$ cat config.mk
export PLATFORM = sky130hd
export DESIGN_NAME = br_lite_inject
export DESIGN_NICKNAME = d
export VERILOG_FILES = /design/src/rtl/br_lite_inject.sv
export SDC_FILE = /design/constraint.sdc
export NUM_CORES = 1
export LEC_CHECK = 0
export BUFFER_PORTS_ARGS = -buffer_cell sky130_fd_sc_hd__buf_2
export CORE_MARGIN = 2
export CORE_UTILIZATION = 60
export CTS_CLUSTER_SIZE = 8
export DETAILED_ROUTE_END_ITERATION = 16
export PLACE_DENSITY = 0.84
export SLEW_MARGIN = 20
export SYNTH_ARGS = -nofsm -noshare
export SYNTH_HDL_FRONTEND = slang
export SYNTH_SLANG_ARGS = --single-unit
export TNS_END_PERCENT = 1
$ cat constraint.sdc
create_clock -name clk_i -period 22.9 [get_ports clk_i]
set_clock_uncertainty 0.1 [all_clocks]
set_input_delay 5.725 -clock clk_i [delete_from_list [all_inputs] [get_ports clk_i]]
set_output_delay 5.725 -clock clk_i [all_outputs]
set_load 0.01 [all_outputs]
$ cat src/rtl/br_lite_inject.sv
// BrLite local-port injection stage: buffers PE broadcast requests,
// allocates flit ids and drives the router through req/ack.
package br_lite_pkg;
   typedef enum logic [1:0] {
      BR_SVC_ALL   = 2'd0,
      BR_SVC_TGT   = 2'd1,
      BR_SVC_MON   = 2'd2,
      BR_SVC_CLEAR = 2'd3
   } br_svc_t;

   typedef struct packed {
      br_svc_t     service;
      logic [4:0]  id;
      logic [7:0]  ksvc;
      logic [15:0] producer;
      logic [15:0] seq_source;
      logic [15:0] seq_target;
      logic [31:0] payload;
   } br_data_t;
endpackage

module br_lite_inject
   import br_lite_pkg::*;
#(
   parameter logic [15:0] ADDRESS     = 16'h0000,
   parameter int          BUFFER_SIZE = 4
) (
   input  logic        clk_i,
   input  logic        rst_ni,
   input  logic        tx_valid_i,
   output logic        tx_ready_o,
   input  logic [1:0]  tx_svc_i,
   input  logic [7:0]  tx_ksvc_i,
   input  logic [15:0] tx_producer_i,
   input  logic [15:0] tx_target_i,
   input  logic [31:0] tx_payload_i,
   output logic        tx_err_o,
   output logic        req_o,
   input  logic        ack_i,
   output br_data_t    data_o,
   input  logic        done_i,
   input  logic [4:0]  done_id_i,
   output logic [31:0] busy_o
);
   localparam int AW = $clog2(BUFFER_SIZE);

   typedef struct packed {
      br_svc_t     svc;
      logic [7:0]  ksvc;
      logic [15:0] producer;
      logic [15:0] target;
      logic [31:0] payload;
   } entry_t;

   typedef enum logic {IDLE, SEND} state_t;

   entry_t      mem_q [BUFFER_SIZE];
   entry_t      head;
   logic [AW:0] wr_q, rd_q;
   logic        full, empty, push, pop;
   br_svc_t     in_svc;
   logic        err_q, err_d;
   state_t      state_q, state_d;
   br_data_t    data_q, data_d;
   logic [31:0] busy_q, busy_d;
   logic [4:0]  next_id_q, next_id_d;
   logic [4:0]  free_id, id_sel;
   logic        found, load, ack_ev;

   assign in_svc = br_svc_t'(tx_svc_i);
   assign empty  = (wr_q == rd_q);
   assign full   = (wr_q[AW] != rd_q[AW]) &&
                   (wr_q[AW-1:0] == rd_q[AW-1:0]);
   assign push   = tx_valid_i && !full && (in_svc != BR_SVC_CLEAR);
   assign err_d  = tx_valid_i && !full && (in_svc == BR_SVC_CLEAR);
   assign head   = mem_q[rd_q[AW-1:0]];

   assign tx_ready_o = !full;
   assign tx_err_o   = err_q;
   assign data_o     = data_q;
   assign busy_o     = busy_q;

   always_ff @(posedge clk_i) begin
      if (push) mem_q[wr_q[AW-1:0]] <= {in_svc, tx_ksvc_i, tx_producer_i,
                                        tx_target_i, tx_payload_i};
   end

   // Rotating search: lowest offset from next_id wins, so scan downwards.
   always_comb begin
      found   = 1'b0;
      free_id = '0;
      for (int i = 31; i >= 0; i--) begin
         if (!busy_q[next_id_q + 5'(i)]) begin
            found   = 1'b1;
            free_id = next_id_q + 5'(i);
         end
      end
   end

   assign id_sel = (head.svc == BR_SVC_MON) ? next_id_q : free_id;
   assign load   = (state_q == IDLE) && !empty &&
                   ((head.svc == BR_SVC_MON) || found);

   always_ff @(posedge clk_i or negedge rst_ni) begin
      if (!rst_ni) begin
         state_q   <= IDLE;
         wr_q      <= '0;
         rd_q      <= '0;
         err_q     <= 1'b0;
         data_q    <= '0;
         busy_q    <= '0;
         next_id_q <= '0;
      end else begin
         state_q   <= state_d;
         wr_q      <= wr_q + (AW+1)'(push);
         rd_q      <= rd_q + (AW+1)'(pop);
         err_q     <= err_d;
         data_q    <= data_d;
         busy_q    <= busy_d;
         next_id_q <= next_id_d;
      end
   end

   always_comb begin
      state_d = state_q;
      unique case (state_q)
         IDLE:    if (load)  state_d = SEND;
         SEND:    if (ack_i) state_d = IDLE;
         default: state_d = IDLE;
      endcase
   end

   always_comb begin
      req_o  = (state_q == SEND);
      ack_ev = (state_q == SEND) && ack_i;
      pop    = ack_ev;
   end

   always_comb begin
      data_d = data_q;
      if (load) begin
         data_d.service    = head.svc;
         data_d.id         = id_sel;
         data_d.ksvc       = head.ksvc;
         data_d.producer   = head.producer;
         data_d.seq_source = ADDRESS;
         data_d.seq_target = (head.svc == BR_SVC_TGT) ? head.target
                                                      : 16'hFFFF;
         data_d.payload    = head.payload;
      end
   end

   // A done and a reserving ack on the same cycle both take effect.
   always_comb begin
      busy_d    = busy_q;
      next_id_d = next_id_q;
      if (done_i) busy_d[done_id_i] = 1'b0;
      if (ack_ev) begin
         if (data_q.service inside {BR_SVC_ALL, BR_SVC_TGT})
            busy_d[data_q.id] = 1'b1;
         next_id_d = data_q.id + 5'd1;
      end
   end
endmodule
==> impl_metrics.yaml <==
outcome:
  run_status: "finished clean"
critical_path:
  critical_path_class: "flip-flop to output pin"
  crit_required_ns: 17.07
  reg2regPathDepth: 14
  cp-start-kind: "flip-flop"
  r2r_end: "data_o[90]$_DFFE_PN0P_"
  cp.arrival_ns: 2.25
  critical_path_peak_fanout: 46
  critPathCaptureType: "output pin"
  worst-r2r-setup-slack_ns: 16.17
  crit-reg2reg-launch: "next_id_q[1]$_DFFE_PN0P_"
yosys:
  post_synth_top_area_cell: "edfxtp_1"
  post_synth.cell_area_avg_sq_um: 14.73
  synth_most_common_cell: "edfxtp_1"
  mappedNetlistArea_sq_um: 21400
  async_flop_share: 0.2952
  synth_edf_count: 296
  synthTopCellsByArea: "edfxtp_1 (42%), mux4_2 (15%), dfrtp_1 (15%), mux2_4 (3.3%), mux2i_1 (3.1%)"
  postSynthCellCount: 1453
  yosysSeqAreaShare: 0.5604
  yosys_warnings: 0
  synthDistinctLibCells: 78
  most_common_flop_cell_mapped_by_yosys: "edfxtp_1"
  yosys_register_bits: 420
  synthDominantCellAreaShare: 0.4154
  netlist_top_cells_count: "edfxtp_1 (296), mux4_2 (144), dfrtp_1 (124)"
timing:
  fmaxAchievable_ghz: 0.1238
  period_share: 0.3528
  fin_tns_setup_ns: 0
  least_setup_slack_across_all_paths_after_layout_ns: 14.82
  timing.max_slew.rel_slack: 0.2773
  min_clock_period_post_route_ns: 8.080
  grt_setup_unrepaired: "false"
  worst_slew_pin_slew_ns: 1.084
  final-max-slew-violation-count: 0
  final_hold_viol_count: 0
  timing.final.setup_violations: 0
cts:
  post_cts_hold_buffer_count: 0
  cts.repair.resized: 0
  cts_sinks: 420
  cts.repair_timing.setup_buffer_count: 0
  cts_inserted_buffers: 58
  root_buffer: "clkbuf_16"
  clk_latency_ns: 0.58
  clk_transition_reported_paths_ns: 0.05
  ctsLongestPathBuffers: 3
  htreeDepth: 2
  cts_tree: "built"
detailed_routing:
  drt-initial-drc-count: 1928
  drc: 0
  wire_per_inst_microns: 28.45
  via_count: 14510
  drt-total-wl_microns: 61630
  first_pass_iters: 7
  vias_per_cell: 6.700
  postRouteAntennaNets: 0
place:
  buffer_ports.inserted: 197
  post-place-ws_ns: 14.52
  dp_hpwl_microns: 38450
  gp_congestion: 1.023
final_layout:
  layout_cells_sized_above_1: 0.3182
  flow.area_growth_from_synthesis_pct: 14.05
  fin_nets: 1761
pwr:
  power-per-cell-area_nw_per_um2: 174.5
  power.static_leakage_nw: 9.147
  irDropWorstVdd_uv: 121.4
  total_power_mw: 4.259
global_routing:
  antenna_found_initial: 7
  grt_usage: 0.3373
  grt_pass1_wl_microns: 92240
  grt_max_degree: 75
  grt_overflow_total: 0
  first_global_vias: 14570
floorplan:
  chipHeight_microns: 192.8
  die_w_microns: 192.8
  core_area_sq_um: 35310
  initial_utilization: 0.6060
  num_io_pins: 214
  num_rows: 69
  total_die_area_sq_um: 37190
min_path:
  hold_path_depth: 1
  min-delay-start: "data_o[6]$_DFFE_PN0P_"
  timing.hold.worst_endpoint: "data_o[6]$_DFFE_PN0P_"
  hold_path_class: "flip-flop to flip-flop"
flow_run:
  maxCapViolations: 0
-- worst max-delay path, cell delays in order, from the launching register on --
cell and delay (ns):
dfrtp_4 1.03, xor2_1 0.24, nor2_1 0.06, nand2_1 0.15, buf_2 0.18
-- state kept, by name, summed over array words and instances (netlist names) --
register,flops
mem_q,296
data_o,79
busy_o,32
next_id_q,5
rd_q,3
wr_q,3
req_o,1
tx_err_o,1
-- metal layers --
layer / wire (microns) / vias up / GRT usage
met5: 46 / - / 0
met2: 31120 / 931 / 0.5616
met1: 22180 / 7321 / 0.4345
met4: 2334 / 8 / 0.1283
met3: 5950 / 162 / 0.07710
li1: - / 6091 / -
-- power by group --
group	switching, mW	internal (mW)
clock network	0.315	0.489
logic	1.32	0.927
registers	0.184	1.03
-- cells in the final DEF, fill, tap and decap left out, types with 17 or more instances in the layout --
| cell type | Yosys | final |
|---|---|---|
| a21oi_1 | 46 | 46 |
| buf_4 | 22 | 21 |
| nand2_1 | 98 | 98 |
| xnor2_1 | 17 | 17 |
| clkbuf_1 | 33 | 42 |
| nor2_1 | 97 | 95 |
| nand3_1 | 19 | 19 |
| ha_1 | 21 | 21 |
| mux2_4 | 47 | 47 |
| edfxtp_1 | 296 | 296 |
| buf_2 | 17 | 196 |
| o21ai_0 | 93 | 93 |
| clkbuf_16 | 0 | 59 |
| inv_1 | 23 | 23 |
| mux2_2 | 28 | 28 |
| xor2_1 | 17 | 17 |
| mux2i_1 | 66 | 66 |
| dfrtp_1 | 124 | 119 |
| mux4_2 | 144 | 144 |
-- cells by family (layout without fill, tap and decap cells) --
kind of cell | Yosys count | in the layout | synth area share
DFF | 420 | 420 | 0.5604
muxes | 299 | 299 | 0.2378
and+or+nand+nor | 291 | 291 | 0.06216
AOI/OAI and AO/OA | 260 | 260 | 0.07637
buffers and inverters | 121 | 353 | 0.03134
xor gates and xnor gates | 40 | 40 | 0.01953
adders and majority gates | 21 | 21 | 0.01228
other | 1 | 21 | 0.0001752
-- layout make-up --
class | instances | area [sq um]
clock inverters | 3 | 62.56
fillers | 2187 | 10910
inverters | 30 | 112.6
diodes | 5 | 12.51
multi-input cells | 927 | 8825
flip-flops and latches | 420 | 12000
well taps | 461 | 576.8
repair buffers | 219 | 1177
clock buffers | 101 | 1634
-- stage by stage --
step           cell area (sq um)  hold WS (ns)    util  std cells
3_3_place_gp               22670        0.3648  0.6419       2056
3_5_place_dp               22670        0.3714  0.6419       2056
5_1_grt                    24390        0.4129  0.6908       2162
2_1_floorplan              21450        0.3604       -       1468
4_1_cts                    24360        0.3917  0.6900       2160
6_report                   24400        0.3886  0.6911       2166
-- worst max-delay path by stage --
stage,from,end
floorplan,tx_valid_i,mem_q[0][0]$_DFFE_PP_
global placement,tx_svc_i[0],mem_q[1][10]$_DFFE_PP_
detailed placement,tx_svc_i[0],mem_q[1][10]$_DFFE_PP_
CTS,rd_q[0]$_DFF_PN0_,tx_ready_o
global route,rd_q[0]$_DFF_PN0_,tx_ready_o
finish,rd_q[0]$_DFF_PN0_,tx_ready_o
No activity file was read; power rests on OpenSTA's default activity.
